`config.mk`:
```
export PLATFORM = sky130hd
export DESIGN_NAME = timer_set_datapath_flat
export DESIGN_NICKNAME = d
export VERILOG_FILES = /design/src/rtl/timer_set_datapath_pkg.sv /design/src/rtl/timer_set_datapath_if.sv /design/src/rtl/timer_set_datapath_btn_sync_edge.sv /design/src/rtl/timer_set_datapath.sv /design/src/flat_wrapper.sv
export SDC_FILE = /design/constraint.sdc
export NUM_CORES = 1
export LEC_CHECK = 0
export CAP_MARGIN = 20
export CORE_MARGIN = 5
export CORE_UTILIZATION = 49
export DETAILED_ROUTE_END_ITERATION = 6
export PLACE_DENSITY_LB_ADDON = 0.15
export SYNTH_ARGS = -nofsm -noshare
export SYNTH_HDL_FRONTEND = slang
export SYNTH_HIERARCHICAL = 1
export SYNTH_SLANG_ARGS = --single-unit
```
`constraint.sdc`:
```
create_clock -name clk -period 2.1 [get_ports clk]
set_input_delay 0.42 -clock clk [delete_from_list [all_inputs] [get_ports clk]]
set_output_delay 0.42 -clock clk [all_outputs]
set_load 0.02 [all_outputs]
```
`src/rtl/timer_set_datapath_pkg.sv`:
```
// Shared constants for the timer-set controller/datapath pair.
// Latency: n/a (declarations only).
// Backpressure: n/a (declarations only).
// Contents: bus source select codes, controller state code that clears K,
//           and default datapath widths.
package timer_pkg;

  localparam int DW_DEF   = 4;
  localparam int KW_DEF   = 3;
  localparam int KMAX_DEF = 7;

  localparam logic [1:0] SEL_DIN  = 2'd0;
  localparam logic [1:0] SEL_SUM  = 2'd1;
  localparam logic [1:0] SEL_K    = 2'd2;
  localparam logic [1:0] SEL_ZERO = 2'd3;

  localparam logic [3:0] ST_IDLE_WAIT = 4'd1;

endpackage

```
`src/rtl/timer_set_datapath_if.sv`:
```
// Control word from the timer-set controller plus the status it branches on.
// Latency: n/a (wires only).
// Backpressure: none; the control word is valid every cycle.
// Signals: T (state echo), s (bus select), Kc, La, Lb, Ea, Lr, Er (controls);
//          t, k7 (status returned to the controller).
interface timer_set_datapath_if;

  logic [3:0] T;
  logic [1:0] s;
  logic       Kc;
  logic       La;
  logic       Lb;
  logic       Ea;
  logic       Lr;
  logic       Er;
  logic       t;
  logic       k7;

  modport master (output T, s, Kc, La, Lb, Ea, Lr, Er, input t, k7);
  modport slave  (input T, s, Kc, La, Lb, Ea, Lr, Er, output t, k7);

endinterface

```
`src/rtl/timer_set_datapath_btn_sync_edge.sv`:
```
// Two-flop synchronizer for an asynchronous button plus a rising-edge pulse.
// Latency: pulse is high in the cycle after the 2nd capturing edge.
// Backpressure: none; one-cycle pulse per press edge.
// Ports: clk, rst_n, btn_i (raw async level), pulse_o (one-cycle pulse).
module btn_sync_edge (
  input  logic clk,
  input  logic rst_n,
  input  logic btn_i,
  output logic pulse_o
);

  logic sync1_q;
  logic sync2_q;
  logic prev_q;

  always_ff @(posedge clk or negedge rst_n) begin
    if (!rst_n) begin
      sync1_q <= 1'b0;
      sync2_q <= 1'b0;
      prev_q  <= 1'b0;
    end else begin
      sync1_q <= btn_i;
      sync2_q <= sync1_q;
      prev_q  <= sync2_q;
    end
  end

  assign pulse_o = sync2_q & ~prev_q;

endmodule

```
`src/rtl/timer_set_datapath.sv`:
```
// Register-transfer datapath executing the timer-set controller's control word.
// Latency: loads/counter/t update 1 clock after the control word; k7 is comb from K.
// Backpressure: none; any control combination is accepted every cycle.
// Ports: clk, rst_n; ctl (control word in, t/k7 status out); din (switch digit);
//        btn_set (raw button); timer_val (R); sum_ovf (carry of last A+B load).
module timer_set_datapath
  import timer_pkg::*;
#(
  parameter int DW   = DW_DEF,
  parameter int KW   = KW_DEF,
  parameter int KMAX = KMAX_DEF
) (
  input  logic                    clk,
  input  logic                    rst_n,
  timer_set_datapath_if.slave     ctl,
  input  logic [DW-1:0]           din,
  input  logic                    btn_set,
  output logic [DW-1:0]           timer_val,
  output logic                    sum_ovf
);

  localparam int KC = (DW < KW) ? DW : KW;

  logic [DW-1:0] a_q, b_q, r_q;
  logic [KW-1:0] k_q, k_d;
  logic          t_q, t_d;
  logic          ovf_q, ovf_d;

  logic [DW-1:0] bus;
  logic [DW:0]   sum_full;
  logic [DW-1:0] k_ext;
  logic          bus_is_sum;
  logic          any_load;
  logic          set_pulse;

  assign sum_full = {1'b0, a_q} + {1'b0, b_q};

  always_comb begin
    k_ext         = '0;
    k_ext[KC-1:0] = k_q[KC-1:0];
  end

  // Er beats Ea beats the s-selected source.
  always_comb begin
    bus        = '0;
    bus_is_sum = 1'b0;
    if (ctl.Er) begin
      bus = r_q;
    end else if (ctl.Ea) begin
      bus = a_q;
    end else begin
      case (ctl.s)
        SEL_DIN:  bus = din;
        SEL_SUM:  begin
          bus        = sum_full[DW-1:0];
          bus_is_sum = 1'b1;
        end
        SEL_K:    bus = k_ext;
        default:  bus = '0;
      endcase
    end
  end

  assign any_load = ctl.La | ctl.Lb | ctl.Lr;

  // Carry is only meaningful when a sum is actually being stored somewhere.
  always_comb begin
    ovf_d = ovf_q;
    if (bus_is_sum && any_load) ovf_d = sum_full[DW];
  end

  always_comb begin
    k_d = k_q;
    if (ctl.T == ST_IDLE_WAIT) begin
      k_d = '0;
    end else if (ctl.Kc) begin
      k_d = (k_q == KW'(KMAX)) ? '0 : k_q + KW'(1);
    end
  end

  // A new press wins over the consume so a press landing on Kc is not lost.
  always_comb begin
    t_d = t_q;
    if (set_pulse)   t_d = 1'b1;
    else if (ctl.Kc) t_d = 1'b0;
  end

  btn_sync_edge u_btn (
    .clk     (clk),
    .rst_n   (rst_n),
    .btn_i   (btn_set),
    .pulse_o (set_pulse)
  );

  always_ff @(posedge clk or negedge rst_n) begin
    if (!rst_n) begin
      a_q   <= '0;
      b_q   <= '0;
      r_q   <= '0;
      k_q   <= '0;
      t_q   <= 1'b0;
      ovf_q <= 1'b0;
    end else begin
      if (ctl.La) a_q <= bus;
      if (ctl.Lb) b_q <= bus;
      if (ctl.Lr) r_q <= bus;
      k_q   <= k_d;
      t_q   <= t_d;
      ovf_q <= ovf_d;
    end
  end

  assign ctl.t     = t_q;
  assign ctl.k7    = (k_q == KW'(KMAX));
  assign timer_val = r_q;
  assign sum_ovf   = ovf_q;

endmodule
```
`src/flat_wrapper.sv`:
```
// flat-port wrapper written by rule: the top's interface ports become plain ports
module timer_set_datapath_flat import timer_pkg::*;
#(
  parameter int DW   = DW_DEF,
  parameter int KW   = KW_DEF,
  parameter int KMAX = KMAX_DEF
)
  (clk, rst_n, din, btn_set, timer_val, sum_ovf, ctl_T, ctl_s, ctl_Kc, ctl_La, ctl_Lb, ctl_Ea, ctl_Lr, ctl_Er, ctl_t, ctl_k7);
  timer_set_datapath_if ctl_i ();
  input  logic clk;
  input  logic rst_n;
  input  logic [DW-1:0] din;
  input  logic btn_set;
  output logic [DW-1:0] timer_val;
  output logic sum_ovf;
  input wire logic [$bits(ctl_i.T)-1:0] ctl_T;
  input wire logic [$bits(ctl_i.s)-1:0] ctl_s;
  input wire logic [$bits(ctl_i.Kc)-1:0] ctl_Kc;
  input wire logic [$bits(ctl_i.La)-1:0] ctl_La;
  input wire logic [$bits(ctl_i.Lb)-1:0] ctl_Lb;
  input wire logic [$bits(ctl_i.Ea)-1:0] ctl_Ea;
  input wire logic [$bits(ctl_i.Lr)-1:0] ctl_Lr;
  input wire logic [$bits(ctl_i.Er)-1:0] ctl_Er;
  output wire logic [$bits(ctl_i.t)-1:0] ctl_t;
  output wire logic [$bits(ctl_i.k7)-1:0] ctl_k7;
  assign ctl_i.T = ctl_T;
  assign ctl_i.s = ctl_s;
  assign ctl_i.Kc = ctl_Kc;
  assign ctl_i.La = ctl_La;
  assign ctl_i.Lb = ctl_Lb;
  assign ctl_i.Ea = ctl_Ea;
  assign ctl_i.Lr = ctl_Lr;
  assign ctl_i.Er = ctl_Er;
  assign ctl_t = ctl_i.t;
  assign ctl_k7 = ctl_i.k7;
  timer_set_datapath #(.DW(DW), .KW(KW), .KMAX(KMAX)) u_core (.clk(clk), .rst_n(rst_n), .ctl(ctl_i), .din(din), .btn_set(btn_set), .timer_val(timer_val), .sum_ovf(sum_ovf));
endmodule
```
==> flow_metrics.py <==
metrics = {
    "worst_setup_path": {
        "cpPeakStageDelay_ns": 0.42,
        "criticalPathCategory": "reg -> out",
        "critical_path.max_fanout": 4,
        "crit_path_end_kind": "output pin",
        "crit_path_frequent_cell": "ha_1",
        "critical_path.slowest_cell": "dfrtp_1",
        "worst_ep_required_ns": 1.68,
        "critical_path.startpoint_type": "register",
        "timing.critical_path.cells": "ha_1, ha_1, dlygate4sd2_1",
        "cp.arrival_ns": 1.45,
    },
    "placement": {
        "port-buffer-count": 25,
        "placed_cells_incl_taps": 162,
        "post-place-ws_ns": 0.1976,
        "gpl.final_weighted_congestion": 0.8876,
        "dp_hpwl_mm": 1.876,
        "place_area_sq_um": 1426,
    },
    "clock_network": {
        "cts-buffers-inserted": 3,
        "count_of_clock_tree_sinks": 20,
        "clk_pin_slew_ns": 0.11,
        "cts.hold.buffers_added": 0,
        "ctsLongestPathBuffers": 2,
        "cts_max_level": 1,
        "cts_tree": "done",
        "cts-root-buf": "clkbuf_4",
        "clkLatencyLatePin_ns": 0.30,
    },
    "power_and_ir_drop": {
        "vdd.ir_drop.worst_uv": 591.6,
        "total_leakage_power_uw": 0.0006587,
        "power-per-cell-area_nw_per_um2": 850.4,
    },
    "final_layout": {
        "post-route-cell-area_sq_um": 1461,
        "layout.area.seq_sq_um": 500.5,
        "post_route_cells_drive_above_1_share_pct": 10.87,
        "finish.cell_count_without_fillers": 166,
        "nNetsFinal": 165,
        "fillers": 192,
        "layout_area_growth_over_synthesis_pct": 26.96,
        "multi_input_comb_area_sq_um": 595.6,
        "num_antenna_cells": 0,
    },
    "min_path": {
        "timing.hold.worst.class": "reg -> reg",
    },
    "die": {
        "initial_core_util_pct": 51.54,
        "dieWidth_um": 58.47,
        "die-area_sq_um": 3419,
        "fp.coreArea_sq_um": 2233,
        "num_rows": 17,
        "fp.dieH_um": 58.47,
        "floorplan.io_pins": 26,
    },
    "logic_synthesis": {
        "synth.net_count": 135,
        "ys_ff_latch": 20,
        "post_synth_num_cell_types": 32,
        "synth.avg_cell_area_sq_um": 10.56,
        "synthesis.area_sq_um": 1151,
        "yosys_warnings": 6,
        "syn-instance-count": 109,
        "synth_sequential_area_ratio_pct": 43.48,
    },
    "sta": {
        "max_frequency_mhz": 534.7,
        "grt_setup_unrepaired": "false",
        "timing_worst_slew_pin_value_ns": 0.5715,
        "min_period_ns": 1.870,
        "final.period_utilization_pct": 89.05,
        "clock-skew-final_ns": 0.002256,
        "final.hold.worst_slack_ns": 0.3682,
        "fin_tns_setup_ns": 0,
        "slew-limit-headroom_pct": 61.36,
        "slew_violations": 0,
        "timing.final.setup_violations": 0,
        "postLayoutSetupSlackWorst_ns": 0.2299,
        "finalHoldViolations": 0,
    },
    "drt": {
        "drc_errors": 0,
        "drt_first_pass_iters": 4,
        "antenna_violating_nets_post_route": 0,
        "vias_per_cell": 5.500,
        "vias": 913,
        "route.detailed.wl_per_inst_um": 14.62,
        "wl_mm": 2.427,
        "dr.first_iter.drc_count": 12,
    },
    "grt": {
        "first_global_vias": 921,
        "global_route_wire_length_before_repair_mm": 4.236,
        "gr-usage-all-layers_pct": 16.03,
        "maximum_number_of_pins_on_one_net_before_global_route_repair": 21,
        "grt.overflow.total": 0,
        "initial_antenna_violation_count": 0,
    },
    "outcome": {
        "status": "complete, no violations",
    },
    "job": {
        "cap_viol_max_count": 0,
    },
}
-- worst max-delay path: cells and delay by family (launching register included) --
kind	cells	cell delay, ns
flip-flops	1	0.42
adder cells (fa/ha/maj)	2	0.40
buffers and inverters	1	0.32
-- stage by stage --
stage | utilization (%) | total power, uW
2_1_floorplan | - | 856.8
3_3_place_gp | 63.87 | 1013
3_5_place_dp | 63.87 | 1029
4_1_cts | 65.43 | 1252
5_1_grt | 65.43 | 1341
6_report | 65.43 | 1243
-- cell usage after synthesis --
| master | number | area (sq um) |
|---|---|---|
| mux2_1 | 1 | 11.26 |
| o211ai_1 | 2 | 15.01 |
| a21oi_1 | 2 | 10.01 |
| mux2i_1 | 8 | 80.08 |
| inv_1 | 2 | 7.510 |
| nor3_1 | 1 | 5.000 |
| dfrtp_1 | 20 | 500.5 |
| xor2_1 | 1 | 8.760 |
| o21ai_0 | 5 | 25.02 |
| ha_1 | 6 | 75.07 |
| a31oi_1 | 7 | 43.79 |
| a21oi_2 | 1 | 8.760 |
| nor2_1 | 8 | 30.03 |
| o21ai_1 | 5 | 25.02 |
| a21o_1 | 4 | 30.03 |
| a41oi_1 | 3 | 26.28 |
| clkbuf_8 | 1 | 13.76 |
| fa_1 | 1 | 20.02 |
| nand3b_1 | 2 | 15.01 |
| nor2b_2 | 1 | 8.760 |
| nand2_1 | 11 | 41.29 |
| buf_6 | 1 | 11.26 |
| nor4b_1 | 1 | 8.760 |
| o31ai_1 | 2 | 15.01 |
| o311ai_1 | 1 | 8.760 |
| or2_4 | 1 | 8.760 |
| nor2b_4 | 1 | 13.76 |
| or2b_2 | 1 | 8.760 |
| nor2b_1 | 2 | 12.51 |
| nand2b_1 | 3 | 18.77 |
| a31oi_4 | 1 | 21.27 |
| buf_4 | 3 | 22.52 |
-- worst paths after layout --
check                                startpoint                    to  slack (ns)  cells past startpoint
setup / recovery                  u_core/k_q[0]                ctl_k7        0.23                      3
hold / removal             u_core/u_btn/sync1_q  u_core/u_btn/sync2_q        0.37                      0
setup reg to reg                  u_core/a_q[1]   u_core/timer_val[3]        0.38                      5
hold reg to reg            u_core/u_btn/sync1_q  u_core/u_btn/sync2_q        0.37                      0
max in group asynchronous                 rst_n         u_core/k_q[2]        1.44                      2
min in group asynchronous                 rst_n         u_core/b_q[2]        0.44                      2
-- layer usage --
layer / share of wire (%) / global-route usage (%) / wire length (um) / vias to the layer above
met5: 0 / 0 / 0 / -
met4: 0.66 / 2.980 / 16 / 0
met3: 4.1 / 5.044 / 100 / 2
met2: 46 / 25.68 / 1116 / 15
met1: 49 / 21.40 / 1195 / 435
li1: - / - / - / 461
-- power by group --
part / leakage, uW / switching (uW) / internal [uW]
Combinational: 0.000392 / 236 / 242
Clock: 0.0000210 / 114 / 106
Sequential: 0.000245 / 73.6 / 472
-- flip-flops by register name, summed over array words and instances, names as in the netlist --
register / cells
u_core/u_btn/sync1_q: 1
u_core/sum_ovf: 1
u_core/a_q: 4
u_core/b_q: 4
u_core/u_btn/sync2_q: 1
u_core/ctl.t: 1
u_core/u_btn/prev_q: 1
u_core/k_q: 3
u_core/timer_val: 4
-- cell type report --
type / instances / area share (%)
multi-input combinational: 82 / 40.75
tap: 28 / 2.397
timing repair buffer: 30 / 19.61
sequential: 20 / 34.25
clock buffer: 4 / 2.483
inverter: 2 / 0.5137
-- kinds of logic (layout without fill, tap and decap cells) --
family | count (synthesis) | after routing | synth area share [%]
compound gates | 33 | 33 | 19.89
buf+inv | 7 | 36 | 4.782
mux | 9 | 9 | 7.935
xor+xnor | 1 | 1 | 0.7610
simple gates | 32 | 32 | 14.89
flops | 20 | 20 | 43.48
fa+ha+maj | 7 | 7 | 8.261
-- cell usage in the layout (no fill, tap or decap), types with 2 or more instances in the layout --
master           synthesis  routed
nand2b_1                 3       3
buf_4                    3       5
a21oi_1                  2       2
nand3b_1                 2       2
o211ai_1                 2       2
ha_1                     6       6
clkbuf_4                 0       3
clkdlybuf4s50_1          0      24
mux2i_1                  8       8
o21ai_0                  5       5
a31oi_1                  7       7
nor2_1                   8       8
a41oi_1                  3       3
o31ai_1                  2       2
nor2b_1                  2       2
o21ai_1                  5       5
a21o_1                   4       4
inv_1                    2       2
nand2_1                 11      11
dfrtp_1                 20      20
-- what timing repair did --
action | CTS | global route
setup buffers | 0 | 0
gates resized for setup | 1 | 0
endpoints found under the setup margin | 1 | 0
endpoints found under the hold margin | 0 | 0
No activity file was read; power rests on OpenSTA's default activity.
